<file path="src/rtl/binary_detect_pkg.sv">
`default_nettype none
// ============================================================================
// Module      : binary_detect_pkg
// Description : Shared types and constants for the binary vote detector.
// Revision    : 1.0 - initial release
// ============================================================================
package binary_detect_pkg;

    localparam int NUM_FEATURES = 6;

    // Bit positions of each feature flag inside the packed flag/mask vector.
    localparam int c_IDX_LL    = 0;
    localparam int c_IDX_NE    = 1;
    localparam int c_IDX_PS    = 2;
    localparam int c_IDX_THETA = 3;
    localparam int c_IDX_ALPHA = 4;
    localparam int c_IDX_BETA  = 5;

    typedef enum logic [1:0] {
        IDLE    = 2'd0,
        PENDING = 2'd1,
        DETECT  = 2'd2,
        HOLD    = 2'd3
    } state_t;

    function automatic logic [NUM_FEATURES-1:0] pack_flags(
        input logic ll,
        input logic ne,
        input logic ps,
        input logic theta,
        input logic alpha,
        input logic beta
    );
        logic [NUM_FEATURES-1:0] v;
        v              = '0;
        v[c_IDX_LL]    = ll;
        v[c_IDX_NE]    = ne;
        v[c_IDX_PS]    = ps;
        v[c_IDX_THETA] = theta;
        v[c_IDX_ALPHA] = alpha;
        v[c_IDX_BETA]  = beta;
        return v;
    endfunction

endpackage
`default_nettype wire

</file>
<file path="src/rtl/binary_vote_detector_if.sv">
`default_nettype none
// ============================================================================
// Module      : binary_vote_detector_if
// Description : Per-window feature flag bundle from the comparator stage.
//               feature_mask exists only when DETECT_MASK_EN is defined.
// Revision    : 1.0 - initial release
// ============================================================================
interface binary_vote_detector_if;

    logic win_valid;
    logic ll_binary;
    logic ne_binary;
    logic ps_binary;
    logic theta_binary;
    logic alpha_binary;
    logic beta_binary;
`ifdef DETECT_MASK_EN
    logic [binary_detect_pkg::NUM_FEATURES-1:0] feature_mask;

    modport master (
        output win_valid, ll_binary, ne_binary, ps_binary,
               theta_binary, alpha_binary, beta_binary, feature_mask
    );
    modport slave (
        input  win_valid, ll_binary, ne_binary, ps_binary,
               theta_binary, alpha_binary, beta_binary, feature_mask
    );
`else
    modport master (
        output win_valid, ll_binary, ne_binary, ps_binary,
               theta_binary, alpha_binary, beta_binary
    );
    modport slave (
        input  win_valid, ll_binary, ne_binary, ps_binary,
               theta_binary, alpha_binary, beta_binary
    );
`endif

endinterface
`default_nettype wire

</file>
<file path="src/rtl/binary_vote_detector_popcount.sv">
`default_nettype none
// ============================================================================
// Module      : vote_popcount
// Description : Combinational masked popcount of the feature flags with a
//               threshold compare against VOTE_TH.
// Revision    : 1.0 - initial release
// ============================================================================
module vote_popcount
    import binary_detect_pkg::*;
#(
    parameter int VOTE_TH = 4
) (
    input  wire logic [NUM_FEATURES-1:0] i_flags,
    input  wire logic [NUM_FEATURES-1:0] i_mask,
    output logic      [2:0]              o_count,
    output logic                         o_pos
);

    localparam logic [3:0] c_TH = 4'(VOTE_TH);

    logic [NUM_FEATURES-1:0] w_hits;

    assign w_hits = i_flags & i_mask;

    always_comb begin
        o_count = 3'd0;
        for (int i = 0; i < NUM_FEATURES; i++) begin
            o_count = o_count + {2'b00, w_hits[i]};
        end
    end

    assign o_pos = ({1'b0, o_count} >= c_TH);

endmodule
`default_nettype wire

</file>
<file path="src/rtl/binary_vote_detector.sv">
`default_nettype none
// ============================================================================
// Module      : binary_vote_detector
// Description : Per-window majority vote followed by an onset / offset /
//               refractory-hold state machine and a saturating event count.
//               Optional macro DETECT_MASK_EN applies feature_mask to the vote.
// Revision    : 1.0 - initial release
// ============================================================================
module binary_vote_detector
    import binary_detect_pkg::*;
#(
    parameter int VOTE_TH    = 4,
    parameter int ONSET_WIN  = 3,
    parameter int OFFSET_WIN = 3,
    parameter int HOLD_WIN   = 8,
    parameter int CNT_W      = 8,
    parameter int EVT_W      = 16
) (
    input  wire logic               clk,
    input  wire logic               rst,
    binary_vote_detector_if.slave   win_if,
    output logic [2:0]              vote_count,
    output logic                    detect,
    output logic                    onset_pulse,
    output logic                    offset_pulse,
    output logic [EVT_W-1:0]        event_count,
    output logic [1:0]              state_o
);

    localparam logic [CNT_W-1:0] c_CNT_ONE   = CNT_W'(1);
    localparam logic [CNT_W-1:0] c_ONSET     = CNT_W'(ONSET_WIN);
    localparam logic [CNT_W-1:0] c_OFFSET    = CNT_W'(OFFSET_WIN);
    localparam logic [CNT_W-1:0] c_HOLD      = CNT_W'(HOLD_WIN);
    localparam bit               c_SKIP_HOLD = (HOLD_WIN == 0);
    localparam bit               c_FAST_ON   = (ONSET_WIN == 1);

    // ------------------------------------------------------------------
    // Stage 1: vote
    // ------------------------------------------------------------------
    logic [NUM_FEATURES-1:0] w_flags;
    logic [NUM_FEATURES-1:0] w_mask;
    logic [2:0]              w_count;
    logic                    w_pos;

    logic [2:0]              r_vote_count;
    logic                    r_pos;
    logic                    r_vld_q;

    assign w_flags = pack_flags(win_if.ll_binary, win_if.ne_binary,
                                win_if.ps_binary, win_if.theta_binary,
                                win_if.alpha_binary, win_if.beta_binary);

`ifdef DETECT_MASK_EN
    assign w_mask = win_if.feature_mask;
`else
    assign w_mask = '1;
`endif

    vote_popcount #(
        .VOTE_TH (VOTE_TH)
    ) u_vote_popcount (
        .i_flags (w_flags),
        .i_mask  (w_mask),
        .o_count (w_count),
        .o_pos   (w_pos)
    );

    always_ff @(posedge clk) begin
        if (rst) begin
            r_vote_count <= 3'd0;
            r_pos        <= 1'b0;
            r_vld_q      <= 1'b0;
        end else begin
            r_vld_q <= win_if.win_valid;
            if (win_if.win_valid) begin
                r_vote_count <= w_count;
                r_pos        <= w_pos;
            end
        end
    end

    // ------------------------------------------------------------------
    // Stage 2: persistence / refractory state machine
    // ------------------------------------------------------------------
    state_t            r_state;
    state_t            w_state_nxt;
    logic [CNT_W-1:0]  r_cnt;
    logic [CNT_W-1:0]  w_cnt_nxt;
    logic [CNT_W-1:0]  w_cnt_inc;
    logic              w_onset;
    logic              w_offset;

    logic              r_detect;
    logic              r_onset;
    logic              r_offset;
    logic [EVT_W-1:0]  r_event;

    assign w_cnt_inc = r_cnt + c_CNT_ONE;

    always_comb begin
        w_state_nxt = r_state;
        w_cnt_nxt   = r_cnt;
        w_onset     = 1'b0;
        w_offset    = 1'b0;
        if (r_vld_q) begin
            case (r_state)
                IDLE: begin
                    if (r_pos) begin
                        if (c_FAST_ON) begin
                            w_state_nxt = DETECT;
                            w_cnt_nxt   = '0;
                            w_onset     = 1'b1;
                        end else begin
                            w_state_nxt = PENDING;
                            w_cnt_nxt   = c_CNT_ONE;
                        end
                    end else begin
                        w_cnt_nxt = '0;
                    end
                end
                PENDING: begin
                    if (r_pos) begin
                        if (w_cnt_inc == c_ONSET) begin
                            w_state_nxt = DETECT;
                            w_cnt_nxt   = '0;
                            w_onset     = 1'b1;
                        end else begin
                            w_cnt_nxt = w_cnt_inc;
                        end
                    end else begin
                        w_state_nxt = IDLE;
                        w_cnt_nxt   = '0;
                    end
                end
                DETECT: begin
                    // Any positive window restarts the offset run.
                    if (!r_pos) begin
                        if (w_cnt_inc == c_OFFSET) begin
                            w_state_nxt = c_SKIP_HOLD ? IDLE : HOLD;
                            w_cnt_nxt   = '0;
                            w_offset    = 1'b1;
                        end else begin
                            w_cnt_nxt = w_cnt_inc;
                        end
                    end else begin
                        w_cnt_nxt = '0;
                    end
                end
                HOLD: begin
                    // Vote result is ignored; positives here never pre-load onset.
                    if (w_cnt_inc == c_HOLD) begin
                        w_state_nxt = IDLE;
                        w_cnt_nxt   = '0;
                    end else begin
                        w_cnt_nxt = w_cnt_inc;
                    end
                end
                default: begin
                    w_state_nxt = IDLE;
                    w_cnt_nxt   = '0;
                end
            endcase
        end
    end

    always_ff @(posedge clk) begin
        if (rst) begin
            r_state  <= IDLE;
            r_cnt    <= '0;
            r_detect <= 1'b0;
            r_onset  <= 1'b0;
            r_offset <= 1'b0;
            r_event  <= '0;
        end else begin
            r_state  <= w_state_nxt;
            r_cnt    <= w_cnt_nxt;
            r_detect <= (w_state_nxt == DETECT);
            r_onset  <= w_onset;
            r_offset <= w_offset;
            if (w_onset && (r_event != {EVT_W{1'b1}})) begin
                r_event <= r_event + EVT_W'(1);
            end
        end
    end

    assign vote_count   = r_vote_count;
    assign detect       = r_detect;
    assign onset_pulse  = r_onset;
    assign offset_pulse = r_offset;
    assign event_count  = r_event;
    assign state_o      = r_state;

endmodule
`default_nettype wire

</file>
<file path="src/flat_wrapper.sv">
// flat-port wrapper written by rule: the top's interface ports become plain ports
module binary_vote_detector_flat import binary_detect_pkg::*;
#(
    parameter int VOTE_TH    = 4,
    parameter int ONSET_WIN  = 3,
    parameter int OFFSET_WIN = 3,
    parameter int HOLD_WIN   = 8,
    parameter int CNT_W      = 8,
    parameter int EVT_W      = 16
)
  (clk, rst, vote_count, detect, onset_pulse, offset_pulse, event_count, state_o, win_if_win_valid, win_if_ll_binary, win_if_ne_binary, win_if_ps_binary, win_if_theta_binary, win_if_alpha_binary, win_if_beta_binary);
  binary_vote_detector_if win_if_i ();
  input  wire logic clk;
  input  wire logic rst;
  output logic [2:0] vote_count;
  output logic detect;
  output logic onset_pulse;
  output logic offset_pulse;
  output logic [EVT_W-1:0] event_count;
  output logic [1:0] state_o;
  input wire logic [$bits(win_if_i.win_valid)-1:0] win_if_win_valid;
  input wire logic [$bits(win_if_i.ll_binary)-1:0] win_if_ll_binary;
  input wire logic [$bits(win_if_i.ne_binary)-1:0] win_if_ne_binary;
  input wire logic [$bits(win_if_i.ps_binary)-1:0] win_if_ps_binary;
  input wire logic [$bits(win_if_i.theta_binary)-1:0] win_if_theta_binary;
  input wire logic [$bits(win_if_i.alpha_binary)-1:0] win_if_alpha_binary;
  input wire logic [$bits(win_if_i.beta_binary)-1:0] win_if_beta_binary;
  assign win_if_i.win_valid = win_if_win_valid;
  assign win_if_i.ll_binary = win_if_ll_binary;
  assign win_if_i.ne_binary = win_if_ne_binary;
  assign win_if_i.ps_binary = win_if_ps_binary;
  assign win_if_i.theta_binary = win_if_theta_binary;
  assign win_if_i.alpha_binary = win_if_alpha_binary;
  assign win_if_i.beta_binary = win_if_beta_binary;
  binary_vote_detector #(.VOTE_TH(VOTE_TH), .ONSET_WIN(ONSET_WIN), .OFFSET_WIN(OFFSET_WIN), .HOLD_WIN(HOLD_WIN), .CNT_W(CNT_W), .EVT_W(EVT_W)) u_core (.clk(clk), .rst(rst), .win_if(win_if_i), .vote_count(vote_count), .detect(detect), .onset_pulse(onset_pulse), .offset_pulse(offset_pulse), .event_count(event_count), .state_o(state_o));
endmodule
</file>
<file path="config.mk">
export PLATFORM = sky130hd
export DESIGN_NAME = binary_vote_detector_flat
export DESIGN_NICKNAME = d
export VERILOG_FILES = /design/src/rtl/binary_detect_pkg.sv /design/src/rtl/binary_vote_detector_if.sv /design/src/rtl/binary_vote_detector_popcount.sv /design/src/rtl/binary_vote_detector.sv /design/src/flat_wrapper.sv
export SDC_FILE = /design/constraint.sdc
export NUM_CORES = 1
export LEC_CHECK = 0
export BUFFER_PORTS_ARGS = -buffer_cell sky130_fd_sc_hd__buf_2
export CAP_MARGIN = 20
export CORE_MARGIN = 3
export CORE_UTILIZATION = 60
export CTS_BUF_LIST = sky130_fd_sc_hd__clkbuf_4
export CTS_CLUSTER_DIAMETER = 40
export CTS_CLUSTER_SIZE = 12
export DETAILED_ROUTE_END_ITERATION = 10
export GPL_ROUTABILITY_DRIVEN = 0
export PLACE_DENSITY = 0.88
export SLEW_MARGIN = 15
export SYNTH_ARGS = -nofsm -noshare
export SYNTH_HDL_FRONTEND = slang
export SYNTH_HIERARCHICAL = 1
export SYNTH_SLANG_ARGS = --single-unit
</file>
<file path="constraint.sdc">
create_clock -name clk -period 4.9 [get_ports clk]
set_clock_uncertainty 0.15 [all_clocks]
set_input_delay 0.98 -clock clk [delete_from_list [all_inputs] [get_ports clk]]
set_output_delay 0.98 -clock clk [all_outputs]
set_load 0.01 [all_outputs]
</file>
# Yosys cells after proc, flatten, opt, wreduce, memory -nomap -nowiden
# Index checks and enable logic that the tools add are counted.
[totals]
ff_bits = 34
input_bits = 9
[op_classes]
addsub = 7
n_lt_le_gt_ge = 1
n_eq_ne = 7
n_mux = 18
n_bitwise = 2
reduce_logical = 3
[ops]
columns = ["operator", "n"]
rows = [
  ["two-way mux 8 bit", 4],
  ["case mux 8 bit (4 select lines)", 1],
  ["adder 16 x 1 -> 16 bit (second input constant)", 1],
  ["inequality test 16 bit (second input constant)", 1],
  ["two-way mux 2 bit", 7],
  ["adder 3 x 1 -> 3 bit", 3],
  ["adder 8 x 1 -> 8 bit (second input constant)", 1],
  ["== test 8 x 2 -> 1 bit (second input constant)", 1],
  ["== test 8 x 4 -> 1 bit (second input constant)", 1],
  ["case mux 2 bit (4 select lines)", 1],
  ["== test 2 bit (second input constant)", 3],
  ["two-way mux 1 bit", 5],
  ["OR reduction 4 bit", 1],
  ["adder 2 x 1 -> 3 bit", 1],
  ["greater-or-equal comparator 3 bit (second input constant)", 1],
  ["adder 1 x 1 -> 2 bit", 1],
  ["== test 2 x 1 -> 1 bit (second input constant)", 1],
  ["zero test 2 bit", 1],
  ["NOT 1 bit", 2],
  ["logical AND 1 bit", 1],
]

# Logic depth before layout (Yosys ltp)
[logic_depth]
depth_word = 7
mapped_depth = 10
mapped_depth_nobuf = 9

# Modules after synthesis
# The synthesis kept the hierarchy.
[modules_own_cells]
columns = ["module", "instances", "cells_each", "area_per_inst_um2", "seq_area_each_um2"]
rows = [
  ["binary_vote_detector", 1, 226, 1850.5, 680.7],
  ["vote_popcount", 1, 16, 136.4, 0.0],
]

# Worst setup path before layout
# Ideal clock, no wire load.
[synth_path]
path_type = "input-to-reg"
startpoint = "input win_if_ll_binary"
endpoint = "register u_core.r_vote_count[1] (netlist: u_core/vote_count[1])"
setup_ns = 0.128
arrival_time_ns = 3.003
t_required_ns = 4.622
path_slack_ns = 1.620
cell_stages = 9
path_cell_list = "and2_1 -> fa_1 -> fa_1 -> ha_1 -> inv_1 -> fa_1 -> inv_1 -> mux2i_1 -> nor2_1"
[synth_between]
elab_chain_cells = 5
[synth_lines]
columns = ["element", "line", "rtl"]
rows = [
  ["from (decl)", "flat_wrapper.sv:22", "input wire logic [$bits(win_if_i.ll_binary)-1:0] win_if_ll_binary;"],
  ["adder 1 x 1 -> 2 bit", "binary_vote_detector_popcount.sv:28", "o_count = o_count + {2'b00, w_hits[i]};"],
  ["adder 2 x 1 -> 3 bit", "binary_vote_detector_popcount.sv:28", ""],
  ["adder 3 x 1 -> 3 bit (3 in a row)", "binary_vote_detector_popcount.sv:28", ""],
  ["via u_core.w_count[1]", "binary_vote_detector.sv:42", "logic [2:0] w_count;"],
  ["to (signal assigned)", "binary_vote_detector.sv:76", "r_vote_count <= w_count;"],
  ["to (decl)", "binary_vote_detector.sv:45", "logic [2:0] r_vote_count;"],
]
# The timed path passes the listed nets, and every way through them passes these cells.
# A chain may end at the register's enable or synchronous reset.

# Worst setup path after layout
[layout_path]
startpoint = "register u_core.r_cnt[1]"
endpoint = "register u_core.r_event[15] (netlist: u_core/event_count[15])"
[layout_between]
elab_chain_cells = 7
[layout_lines]
columns = ["element", "line", "rtl"]
rows = [
  ["from (decl)", "binary_vote_detector.sv:87", "logic [CNT_W-1:0] r_cnt;"],
  ["from (signal assigned)", "binary_vote_detector.sv:176", "r_cnt <= w_cnt_nxt;"],
  ["adder 8 x 1 -> 8 bit", "binary_vote_detector.sv:98", "assign w_cnt_inc = r_cnt + c_CNT_ONE;"],
  ["== test 8 x 2 -> 1 bit", "binary_vote_detector.sv:123", "if (w_cnt_inc == c_ONSET) begin"],
  ["two-way mux 1 bit", "binary_vote_detector.sv:123", ""],
  ["two-way mux 1 bit", "binary_vote_detector.sv:122", "if (r_pos) begin"],
  ["two-way mux 1 bit", "binary_vote_detector.sv:106", "case (r_state)"],
  ["two-way mux 1 bit", "binary_vote_detector.sv:105", "if (r_vld_q) begin"],
  ["logical AND 1 bit", "binary_vote_detector.sv:180", "if (w_onset && (r_event != {EVT_W{1'b1}})) begin"],
  ["to (signal assigned)", "binary_vote_detector.sv:181", "r_event <= r_event + EVT_W'(1);"],
  ["to (decl)", "binary_vote_detector.sv:96", "logic [EVT_W-1:0] r_event;"],
]
# No other way between the ends.

==> flow_summary.rst <==
.. list-table::
   :header-rows: 1

   * - Metric
     - Value
   * - Run status
     - finished clean
   * - Commonest cells post-synth
     - 34 x sky130_fd_sc_hd__dfxtp_1, 22 x sky130_fd_sc_hd__a21oi_1, 21 x sky130_fd_sc_hd__nand2_1
   * - Cell-internal power
     - around 0.34 mW
   * - Final Cycle Share
     - 0.660
   * - H-tree levels
     - 2
   * - Reg2reg start
     - u_core/r_cnt[1]$_SDFFE_PP0P_
   * - Max-slew violation total from the final report
     - 0
   * - Footprint of the multi-input gates
     - about 1200 um2
   * - Setup repair after global routing missed its margin
     - no
   * - Path type of the worst setup path
     - reg2reg
   * - Proportion of power drawn by the clock network
     - 0.307
   * - First-pass GRT wire length
     - roughly 7400 um
   * - Inserted Clock Buffers
     - 5
   * - Setup Viol. Count Final
     - 0
   * - Final sum of negative setup slack
     - 0 ps
   * - Die extent in y
     - approximately 64 um
   * - Leak Pwr
     - between 0.8 and 0.9 nW
   * - Post-cts hold buffer count
     - 0
   * - Rel. slew slack
     - 0.561
   * - Number of search-and-repair iterations in the first detailed-routing pass
     - 6
   * - Detailed placement HPWL
     - 3100 um
   * - Number of cells on the worst reg-to-reg path
     - 7
   * - Placed cells
     - around 300
   * - Post-cts repair resize count
     - 0
   * - Switching Share
     - 0.247
   * - Final routed wirelength across all metal layers
     - between 4000 and 5000 um
   * - Drt initial violations
     - around 130
   * - Drt wl/cell
     - ~13 um
   * - Share of async-settable or async-resettable flops after synthesis
     - 0
   * - Number of ports placed on the die boundary
     - 33
   * - Total of warnings raised by yosys
     - 6
   * - Largest area contributor in the netlist
     - sky130_fd_sc_hd__dfxtp_1
   * - Signal arrival time at the worst endpoint
     - 3360 ps
   * - Ys flop type
     - sky130_fd_sc_hd__dfxtp_1
   * - Number of maximum-capacitance constraint violations
     - 0
   * - Nature of the critical path endpoint
     - flip-flop
   * - Pin count of the biggest net entering global routing
     - 34
   * - Crit path required time
     - approximately 5000 ps
   * - Residual DRC count
     - 0
   * - Area share of the leading cell type in the synthesized netlist
     - 0.343
   * - Most numerous cell in the Yosys netlist
     - sky130_fd_sc_hd__dfxtp_1
   * - Cell area after synthesis
     - slightly below 2000 um2
   * - Vias
     - ~1800
   * - Endpoint of the worst hold-timing path
     - u_core/event_count[13]$_SDFFE_PP0P_
   * - Core region area
     - between 3000 and 4000 um2
   * - Number of buffers on the longest clock path
     - 2
   * - Clock tree from TritonCTS
     - yes
   * - Power density relative to cell area
     - between 200 and 250 nW/um2
   * - Clock transition at the register clock pins on the worst setup and hold paths after CTS
     - approximately 110 ps
   * - Via-per-instance ratio
     - between 5 and 6
   * - Design Power
     - around 0.46 mW
   * - Maximum vdd drop
     - between 0.15 and 0.2 mV
   * - Register cell area after layout
     - 681 um2
   * - Reg2reg end
     - u_core/event_count[15]$_SDFFE_PP0P_
   * - FF-to-FF setup slack
     - around 1700 ps
   * - Layout cells sized above 1
     - 0.185
   * - Initial antenna violation count
     - 0
   * - Synthesis-stage register bit count
     - 34
   * - Vias in the first global route
     - 1733
   * - Slew at the pin with the worst max-slew slack
     - ~660 ps
   * - Top cells by area, synth
     - sky130_fd_sc_hd__dfxtp_1 34%, sky130_fd_sc_hd__a21oi_1 5.5%, sky130_fd_sc_hd__nand2_1 4.0%
   * - Aggregate global routing overflow
     - 0
   * - CTS sink count
     - 34
   * - Die X-Extent
     - 63.5 um
   * - Gr usage total
     - 0.230
   * - Final ANT Viol Nets
     - 0
   * - Count of non-filler cells in the finished layout
     - ~310
   * - Initial core utilization
     - 0.640
   * - Die Outline Area
     - roughly 4000 um2
   * - Final hold violation count
     - 0
   * - Gate count of the mapped netlist
     - 242
   * - Ant. Diodes
     - 0
   * - Switching power total
     - between 0.1 and 0.15 mW
   * - Area grow syn2layout
     - 9.07%
   * - Cell count of the worst hold path
     - 2
   * - Reg power frac
     - 0.618
   * - Fill cell count
     - approximately 280
   * - Kind of launch point of the worst setup path
     - flip-flop
   * - Net count, final
     - roughly 290
   * - Site Rows
     - 20
   * - CTS root buffer
     - sky130_fd_sc_hd__clkbuf_4
   * - Period minus WS final
     - between 3000 and 4000 ps
   * - Source of the worst hold timing path
     - u_core/event_count[13]$_SDFFE_PP0P_
   * - Portion of the post-synthesis area used by sequential elements
     - 0.343
   * - Insertion delay of the later-clocked pin in the worst-skew pair
     - roughly 340 ps
   * - Count of cell types in the netlist
     - between 50 and 60
   * - Critical path fanouts, max
     - 17
   * - Average cell area after synthesis
     - 8.21 um2
   * - Number of enable-type register cells in the synthesized netlist
     - 0
   * - Buffers inserted by post-CTS timing repair
     - 0
   * - Port-buffer cells
     - 32
   * - Comb power frac
     - 0.075
   * - Tightest Hold Check Type
     - reg2reg
   * - Fmax
     - between 0.3 and 0.4 GHz
through the flow:
stage	setup WS, ps	utilization	instance area (um2)	hold WS (ps)
finish	1670	0.698	2170	346
global route	1430	0.698	2170	369
CTS	1670	0.698	2170	353
detailed placement	1400	0.683	2120	334
global placement	1480	0.683	2120	323
floorplan	1620	-	2010	346
power groups by stage:
stage	sequential (mW)	clock (mW)	combinational, mW
after floorplan	0.289	0	0.0249
after global placement	0.289	0	0.0329
after detailed placement	0.289	0	0.0350
after CTS	0.283	0.147	0.0351
after global routing	0.284	0.159	0.0401
final	0.283	0.141	0.0344
kinds of logic (layout without fill, tap and decap cells):
family                   Yosys count  in the layout  share of synthesized area
AO/OA/AOI/OAI                     61             61                      0.205
adder cells (fa/ha/maj)            7              7                     0.0554
multiplexers                       6              6                     0.0302
flip-flops                        34             34                      0.343
XOR/XNOR                           2              2                    0.00882
AND/OR/NAND/NOR                   99             99                      0.276
other                              1              6                    0.00189
buffers and inverters             32             55                     0.0800
per-layer routing:
metal | track usage | wire length (um)
met1 | 0.264 | 1830
met2 | 0.391 | 2140
met3 | 0.0463 | 187
met4 | 0.135 | 72
met5 | 0 | 0
worst max path at each step:
| stage | start | endpoint | slack [ps] | cells after the start |
|---|---|---|---|---|
| after floorplan | win_if_ll_binary | u_core/vote_count[1]$_SDFFE_PP0P_ | 1620 | 9 |
| after global placement | win_if_ll_binary | u_core/vote_count[1]$_SDFFE_PP0P_ | 1480 | 10 |
| after detailed placement | win_if_ll_binary | u_core/vote_count[1]$_SDFFE_PP0P_ | 1400 | 10 |
| after CTS | u_core/r_cnt[0]$_SDFFE_PP0P_ | u_core/event_count[13]$_SDFFE_PP0P_ | 1670 | 7 |
| after global routing | u_core/r_cnt[0]$_SDFFE_PP0P_ | u_core/event_count[9]$_SDFFE_PP0P_ | 1430 | 7 |
| final | u_core/r_cnt[1]$_SDFFE_PP0P_ | u_core/event_count[15]$_SDFFE_PP0P_ | 1670 | 7 |
layout make-up:
class,count,area share
clock inverter,3,0.00520
sequential,34,0.314
tap,44,0.0254
timing repair buffer,32,0.0739
inverter,15,0.0260
multi-input combinational,181,0.538
clock buffer,5,0.0173
critical path: stages (launching register included):
cell                        delay, ps
sky130_fd_sc_hd__dfxtp_1          460
sky130_fd_sc_hd__ha_1             310
sky130_fd_sc_hd__and3_4           240
sky130_fd_sc_hd__a31oi_1          130
sky130_fd_sc_hd__nor4b_4          660
sky130_fd_sc_hd__o2111ai_2        490
sky130_fd_sc_hd__or4_1            590
sky130_fd_sc_hd__a21oi_1          150
state kept, by name, summed over array words and instances, names as in the netlist:
| name | count |
|---|---|
| u_core/r_pos | 1 |
| u_core/r_cnt | 8 |
| u_core/r_vld_q | 1 |
| u_core/onset_pulse | 1 |
| u_core/offset_pulse | 1 |
| u_core/vote_count | 3 |
| u_core/detect | 1 |
| u_core/event_count | 16 |
| u_core/state_o | 2 |
placed cells by master, fill, tap and decap left out, types with 2 or more instances in the layout:
master / n
sky130_fd_sc_hd__or4_1: 7
sky130_fd_sc_hd__o31ai_1: 7
sky130_fd_sc_hd__conb_1: 6
sky130_fd_sc_hd__nor3_1: 6
sky130_fd_sc_hd__a21oi_1: 22
sky130_fd_sc_hd__o21ai_0: 11
sky130_fd_sc_hd__nor2_1: 19
sky130_fd_sc_hd__buf_2: 32
sky130_fd_sc_hd__nand3_1: 11
sky130_fd_sc_hd__or3_1: 6
sky130_fd_sc_hd__dfxtp_1: 34
sky130_fd_sc_hd__nand2b_1: 2
sky130_fd_sc_hd__nand4_1: 5
sky130_fd_sc_hd__fa_1: 3
sky130_fd_sc_hd__ha_1: 4
sky130_fd_sc_hd__clkbuf_4: 5
sky130_fd_sc_hd__a31oi_1: 2
sky130_fd_sc_hd__and2_1: 7
sky130_fd_sc_hd__mux2i_1: 6
sky130_fd_sc_hd__nand2_1: 21
sky130_fd_sc_hd__and4_2: 2
sky130_fd_sc_hd__or3_2: 2
sky130_fd_sc_hd__inv_1: 14
sky130_fd_sc_hd__clkinv_1: 4
sky130_fd_sc_hd__nor4_1: 4
(Power assumes the default switching activity.)
